--- src/rtl/pwm_decoder.sv ---
`timescale 1ns/1ps
// pwm_decoder: recovers the 4-bit duty value of a 16-slot PWM waveform.
// It synchronises pwm_in, measures the high time and the rise-to-rise period,
// and publishes the duty value with a one-cycle strobe. It also flags
// malformed periods and stuck-high lines, and reports duty 0 when the line
// stays low.
// Ports:
//   clk_3125KHz  system clock, rising edge
//   reset        synchronous active-high reset
//   pwm_in       PWM waveform, may be asynchronous
//   duty_cycle   last recovered duty value, held between updates
//   duty_valid   one-cycle strobe, duty_cycle updated
//   period_err   one-cycle strobe, bad period or stuck-high
//   locked       high while tracking a stable waveform
module pwm_decoder #(
  parameter int unsigned PERIOD      = 16,
  parameter int unsigned DUTY_W      = 4,
  parameter int unsigned CNT_W       = 5,
  parameter int unsigned SYNC_STAGES = 2
) (
  input  logic              clk_3125KHz,
  input  logic              reset,
  input  logic              pwm_in,
  output logic [DUTY_W-1:0] duty_cycle,
  output logic              duty_valid,
  output logic              period_err,
  output logic              locked
);

  localparam logic [CNT_W-1:0] CNT_MAX   = '1;
  localparam logic [CNT_W-1:0] PER_C     = CNT_W'(PERIOD);
  localparam logic [CNT_W-1:0] TIMEOUT_C = CNT_W'(PERIOD - 1);
  localparam logic [CNT_W-1:0] ONE_C     = CNT_W'(1);

  typedef enum logic [1:0] {
    ACQUIRE = 2'd0,
    MEASURE = 2'd1,
    TRACK   = 2'd2
  } state_t;

  state_t state, state_d;

  logic [SYNC_STAGES-1:0] sync_q;
  logic                   s_pwm;
  logic                   s_prev;
  logic                   rise;
  logic                   per_ok;
  logic                   stuck_low;
  logic                   stuck_high;

  logic [CNT_W-1:0] per_cnt;
  logic [CNT_W-1:0] high_cnt;
  logic [CNT_W-1:0] low_cnt;

  logic [DUTY_W-1:0] duty_d;
  logic              valid_d;
  logic              err_d;

  // Input synchroniser plus one-cycle history for edge detection
  always_ff @(posedge clk_3125KHz) begin
    if (reset) begin
      sync_q <= '0;
      s_prev <= 1'b0;
    end else begin
      sync_q <= {sync_q[SYNC_STAGES-2:0], pwm_in};
      s_prev <= s_pwm;
    end
  end

  assign s_pwm  = sync_q[SYNC_STAGES-1];
  assign rise   = s_pwm & ~s_prev;
  assign per_ok = (per_cnt == PER_C);

  // low_cnt holds the previous low cycles, so this cycle is the PERIOD-th low
  assign stuck_low  = ~s_pwm & (low_cnt == TIMEOUT_C);
  // high_cnt only counts the high run that started at the last rise, so
  // reaching PERIOD highs without a rise means the line never dropped
  assign stuck_high = s_pwm & ~rise & (high_cnt == TIMEOUT_C);

  // Period, high-time and low-run counters
  always_ff @(posedge clk_3125KHz) begin
    if (reset) begin
      per_cnt  <= '0;
      high_cnt <= '0;
      low_cnt  <= '0;
    end else begin
      if (rise) begin
        per_cnt  <= ONE_C;
        high_cnt <= ONE_C;
      end else begin
        per_cnt <= (per_cnt == CNT_MAX) ? per_cnt : per_cnt + ONE_C;
        if (s_pwm && (high_cnt != CNT_MAX)) begin
          high_cnt <= high_cnt + ONE_C;
        end
      end
      // Restart the low run after each stuck-low report so it repeats
      if (s_pwm || stuck_low) begin
        low_cnt <= '0;
      end else begin
        low_cnt <= low_cnt + ONE_C;
      end
    end
  end

  // State register
  always_ff @(posedge clk_3125KHz) begin
    if (reset) begin
      state <= ACQUIRE;
    end else begin
      state <= state_d;
    end
  end

  // Next-state logic; a rise outranks the timeouts
  always_comb begin
    state_d = state;
    if (rise) begin
      unique case (state)
        ACQUIRE: state_d = MEASURE;
        MEASURE: state_d = per_ok ? TRACK : MEASURE;
        TRACK:   state_d = per_ok ? TRACK : MEASURE;
        default: state_d = ACQUIRE;
      endcase
    end else if (stuck_low || stuck_high) begin
      state_d = ACQUIRE;
    end
  end

  // Output decode; the first rise after acquire only opens a measurement
  always_comb begin
    duty_d  = duty_cycle;
    valid_d = 1'b0;
    err_d   = 1'b0;
    if (rise) begin
      if (state != ACQUIRE) begin
        if (per_ok) begin
          duty_d  = high_cnt[DUTY_W-1:0];
          valid_d = 1'b1;
        end else begin
          err_d = 1'b1;
        end
      end
    end else if (stuck_low) begin
      duty_d  = '0;
      valid_d = 1'b1;
    end else if (stuck_high) begin
      err_d = 1'b1;
    end
  end

  // Registered outputs
  always_ff @(posedge clk_3125KHz) begin
    if (reset) begin
      duty_cycle <= '0;
      duty_valid <= 1'b0;
      period_err <= 1'b0;
      locked     <= 1'b0;
    end else begin
      duty_cycle <= duty_d;
      duty_valid <= valid_d;
      period_err <= err_d;
      locked     <= (state_d == TRACK);
    end
  end

endmodule

--- config.mk ---
export PLATFORM = sky130hd
export DESIGN_NAME = pwm_decoder
export DESIGN_NICKNAME = d
export VERILOG_FILES = /design/src/rtl/pwm_decoder.sv
export SDC_FILE = /design/constraint.sdc
export NUM_CORES = 1
export LEC_CHECK = 0
export BUFFER_PORTS_ARGS = -buffer_cell sky130_fd_sc_hd__buf_2
export CELL_PAD_IN_SITES_DETAIL_PLACEMENT = 0
export CELL_PAD_IN_SITES_GLOBAL_PLACEMENT = 1
export CORE_UTILIZATION = 48
export DETAILED_ROUTE_END_ITERATION = 8
export PLACE_DENSITY_LB_ADDON = 0.05
export SLEW_MARGIN = 10
export SYNTH_ARGS = -nofsm -noshare
export SYNTH_HDL_FRONTEND = slang
export SYNTH_SLANG_ARGS = --single-unit
--- constraint.sdc ---
create_clock -name clk_3125KHz -period 3.38 [get_ports clk_3125KHz]
set_input_delay 0.676 -clock clk_3125KHz [delete_from_list [all_inputs] [get_ports clk_3125KHz]]
set_output_delay 0.676 -clock clk_3125KHz [all_outputs]
set_load 0.01 [all_outputs]
# Word-level counts from Yosys, hierarchy flattened
# Index checks and enable logic that the tools add are counted.
# W data, S select, Z words.
dict set report word_totals {
  reg_bits 27
  input_bits 3
  output_inout_bits 7
  word_cells 65
}
dict set report op_classes {
  add_sub_neg 3
  n_eq_ne 11
  mux 21
  n_bitwise 7
  n_reduce_logical 11
}
# cell n
set ops {}
lappend ops {{$mux W4} 4}
lappend ops {{$add A5 B1 Y5 const B} 3}
lappend ops {{$mux W1} 13}
lappend ops {{$eq A5 B4 Y1 const B} 2}
lappend ops {{$eq A5 B5 Y1 const B} 2}
lappend ops {{$mux W2} 3}
lappend ops {{$reduce_bool A2 Y1} 3}
lappend ops {{$reduce_or A2 Y1} 3}
lappend ops {{$ne A5 B5 Y1 const B} 1}
lappend ops {{$and A1 B1 Y1} 4}
lappend ops {{$eq A2 B2 Y1 const B} 2}
lappend ops {{$ne A2 B1 Y1 const B} 2}
lappend ops {{$pmux W2 S2} 1}
lappend ops {{$not A1 Y1} 3}
lappend ops {{$reduce_and A3 Y1} 1}
lappend ops {{$eq A2 B1 Y1 const B} 1}
lappend ops {{$logic_not A2 Y1} 1}
lappend ops {{$logic_or A1 B1 Y1} 2}
lappend ops {{$ne A2 B2 Y1 const B} 1}
lappend ops {{$logic_and A1 B1 Y1} 1}

# Logic depth before layout (Yosys ltp)
dict set report depth {
  ltp_word 9
  ltp_mapped 7
  mapped_depth_nobuf 6
}

# Worst setup path before layout
# OpenSTA, ideal clock, no wires.
dict set report synth_timing {
  path_kind {register -> register}
  start {reg high_cnt[0]}
  end {reg high_cnt[3]}
  setup_time_ps 70
  t_arrival_ps 1478
  required_ps 3310
  setup_slack_ps 1832
  stages_incl_launch_ff 7
  n_path_buf 0
  period_less_slack_ps 1548
  path_cell_list {dfxtp_1 > ha_1 > and3_1 > ha_1 > nand3b_1 > or3_1 > a21oi_1}
}
dict set report synth_via {
  elab_chain_cells 2
  word_cells_on_any_way 3
  classes_between {add/sub (1); eq/ne (1); reduce/logical (1)}
}
# item line_no
set synth_lines {}
lappend synth_lines {{start: declaration} 52} ;# logic [CNT_W-1:0] high_cnt;
lappend synth_lines {{start signal: assignment} 93} ;# high_cnt <= high_cnt + ONE_C;
lappend synth_lines {{parallel branches: the longest is 2 deep, another holds $add A5 B1 Y5} -}
# Several ways; the timed one is not identified.
# A chain may end at the register's enable or synchronous reset.

# Worst setup path in the final report
# Same ends and word-level chain as after synthesis.

==> metrics.md <==
| Metric | Value |
|---|---|
| Run status | `finished clean` |
| R2R Setup Slk | `1.69 ns` |
| Final net count | `149` |
| Fin. Hold Viols | `0` |
| CP startpoint kind | `register` |
| WL final | `1900 µm` |
| Detailed Place HPWL | `1400 µm` |
| Crit-path most repeated cell | `ha_1` |
| I/O pin count | `10` |
| # H-tree levels | `1` |
| Power per cell area | `381 mW/mm²` |
| Static Leak | `0.574 nW` |
| Syn_nets | `139` |
| Clk buf depth | `2` |
| Syn Std Cell Area | `0.00124 mm²` |
| IO buf count | `9` |
| Slew HR | `71.0%` |
| Sequential fraction of the synthesis area | `43.6%` |
| Comb power frac | `6.9%` |
| FFs w/ async S/R, synth | `0%` |
| Antenna Violating Nets Remaining | `0` |
| Sw frac | `23.4%` |
| Number of synthesized flops with an enable pin | `0` |
| Synthesis-to-finish area growth | `7.27%` |
| All-Layer GR Usage | `15.4%` |
| Drc violations | `0` |
| Layout cells sized above 1 | `12.6%` |
| Most area-consuming cells after synthesis | `dfxtp_1 44%, ha_1 10%, mux2i_1 5.7%, nor2_1 4.5%, nor2b_1 3.0%` |
| Internal power | `0.389 mW` |
| Die area | `0.00279 mm²` |
| Vias post-DR | `835` |
| R2R cell count | `6` |
| Hold Crit Class | `reg2reg` |
| Slowest stage cell, crit path | `dfxtp_1` |
| Final setup TNS | `0 ns` |
| First-pass iteration count of the detailed router | `4` |
| Final period util | `50.1%` |
| Critical path cell sequence | `ha_1 > and3_1 > ha_1 > nand3b_1 > or3_1 > a21oi_1` |
| Crit Path Max Fanout | `5` |
| Max-slew violation count | `0` |
| TritonCTS Buffers | `3` |
| Clock latency on the worst-skew pair | `0.32 ns` |
| Post-Synth XOR/XNOR Area | `4.24%` |
| Leading area contributor after synthesis | `dfxtp_1` |
| Peak VDD IR | `0.195 mV` |
| Die H | `52.8 µm` |
| Ys flop type | `dfxtp_1` |
| Critical path type | `reg2reg` |
| Sw Pwr | `0.118 mW` |
| Yosys warning count | `0` |
| FF-to-FF Start | `high_cnt[0]` |
| Core area | `0.00245 mm²` |
| Clk network pwr share | `26.7%` |
| Vias in the first global route | `715` |
| Clock sink count | `27` |
| Detailed-route vias per instance | `5.06` |
| Measured slew at the worst slew-check pin | `0.434 ns` |
| First-pass GRT wire length | `3150 µm` |
| Yosys reg bits | `27` |
| Critical Path AT | `1.94 ns` |
| Antenna diode instance count | `0` |
| RSZ-0062 raised after global routing | `false` |
| Largest net degree at the start of global routing | `17` |
| Tmin final | `1.69 ns` |
| Post-synthesis adder-cell area fraction | `10.1%` |
| CP max stage delay | `0.37 ns` |
| Critical path endpoint | `high_cnt[3]` |
| Root Buffer | `clkbuf_4` |
| Max-Cap Viols | `0` |
| Combinational family with the most area after synthesis | `simple AND/OR/NAND/NOR gates` |
| CTS resizes | `0` |
| Crit end category | `register` |
| Hold buffer count at CTS | `0` |
| DIE WIDTH | `52.8 µm` |
| Critical path data required time | `3.63 ns` |
| Clk_skew | `0.00902 ns` |
| Origin of the worst setup path | `high_cnt[0]` |
| Setup violations, final | `0` |
| Hold_sp | `low_cnt[0]` |
| Post-CTS Setup Bufs | `0` |
| Per-cell routed wire length | `11.5 µm` |
| Synth Area per Inst | `9.84 µm²` |
| Rows | `18` |
| Filler cells | `237` |
| Post-synthesis mux area share | `5.65%` |
| DRT iter0 DRCs | `9` |
| Post-Layout Cell Count | `165` |
| Synth Instances | `126` |
| Sequential group share of total power | `66.4%` |
| Post-Synth Simple-Gate Area | `25.7%` |
| Worst-path clk slew | `0.15 ns` |
| Placed cells | `161` |
| Grt ovf | `0` |
| Distinct cell type count after synthesis | `34` |
| GP Congestion | `0.725` |
| Initial core utilization | `50.5%` |
| Compound-cell area share of the yosys netlist | `6.36%` |
| RR Endpoint | `high_cnt[3]` |
| Fmax | `591 MHz` |
| Post-synth top area share | `43.6%` |
| Initial antenna violation count | `0` |
| TritonCTS clock tree | `yes` |
power by group through the flow:
stage / registers, mW / logic (mW) / clock network [mW]
6_report: 0.337 / 0.0350 / 0.135
5_1_grt: 0.339 / 0.0405 / 0.153
4_1_cts: 0.337 / 0.0356 / 0.143
3_5_place_dp: 0.344 / 0.0354 / 0
3_3_place_gp: 0.344 / 0.0350 / 0
2_1_floorplan: 0.341 / 0.0300 / 0
critical path: cells and delay by family, from the launching register on:
family	cells	cell delay [ns]
adder cells (fa/ha/maj)	2	0.42
AO/OA/AOI/OAI	1	0.13
flip-flops	1	0.37
AND/OR/NAND/NOR	3	0.70
Yosys cell counts (2+ instances only):
| library cell | n |
|---|---|
| or3_1 | 2 |
| a21oi_1 | 4 |
| nor3b_1 | 2 |
| mux2i_1 | 7 |
| and3_1 | 2 |
| nand3b_1 | 2 |
| nand2_1 | 7 |
| inv_1 | 9 |
| o21ai_0 | 2 |
| nor2b_1 | 6 |
| ha_1 | 10 |
| a211oi_1 | 2 |
| xnor2_1 | 2 |
| nand2b_1 | 5 |
| dfxtp_1 | 27 |
| nor2_1 | 15 |
| clkbuf_1 | 2 |
| xor2_1 | 4 |
layout make-up:
cell class                      count  area (µm²)  area share (%)
Clock buffer                        3        22.5            1.69
Clock inverter                      1        5.00           0.376
Sequential cell                    27         541            40.6
Inverter                            9        33.8            2.54
Tap cell                           30        37.5            2.82
Timing Repair Buffer                9        45.0            3.39
Multi-Input combinational cell     86         646            48.5
placed cells by master (no fill, tap or decap), types with 3 or more instances in the layout:
cell      instances
a21oi_1           4
clkbuf_4          3
nor2_1           15
mux2i_1           7
inv_1             9
buf_2             9
nand2b_1          5
ha_1             10
xor2_1            4
dfxtp_1          27
nor2b_1           6
nand2_1           7
stage by stage:
| stage | hold WS (ns) | power (mW) | util (%) | worst slack [ns] | cell area [µm²] |
|---|---|---|---|---|---|
| 6_report | 0.456 | 0.507 | 54.2 | 1.69 | 1330 |
| 5_1_grt | 0.473 | 0.532 | 54.2 | 1.57 | 1330 |
| 4_1_cts | 0.460 | 0.516 | 54.2 | 1.69 | 1330 |
| 3_5_place_dp | 0.440 | 0.380 | 53.1 | 1.72 | 1300 |
| 3_3_place_gp | 0.431 | 0.379 | 53.1 | 1.75 | 1300 |
| 2_1_floorplan | 0.414 | 0.371 | - | 1.83 | 1240 |
routing by layer:
layer / GRT usage, % / wire length (µm) / part of all wire [%]
met3: 2.61 / 46 / 2.4
met4: 5.26 / 15 / 0.79
met1: 23.0 / 988 / 52
met5: 0 / 0 / 0
met2: 21.9 / 847 / 45
cell families after synthesis:
| group | Yosys count |
|---|---|
| AOI/OAI and AO/OA | 12 |
| DFF | 27 |
| adders and majority gates | 10 |
| xor gates and xnor gates | 6 |
| buffers and inverters | 13 |
| muxes | 7 |
| and+or+nand+nor | 51 |
flip-flops by register name (all words and copies together), names as in the netlist:
name        cells
high_cnt        5
state           2
duty_valid      1
per_cnt         5
s_prev          1
sync_q          2
locked          1
period_err      1
low_cnt         5
duty_cycle      4
worst min-delay path by stage:
stage | end | slack (ns) | depth (start not counted)
2_1_floorplan | sync_q[1] | 0.41 | 1
3_3_place_gp | low_cnt[0] | 0.43 | 1
3_5_place_dp | low_cnt[0] | 0.44 | 1
4_1_cts | low_cnt[0] | 0.46 | 1
5_1_grt | sync_q[1] | 0.47 | 1
6_report | low_cnt[0] | 0.46 | 1
No activity file was read; power rests on OpenSTA's default activity.
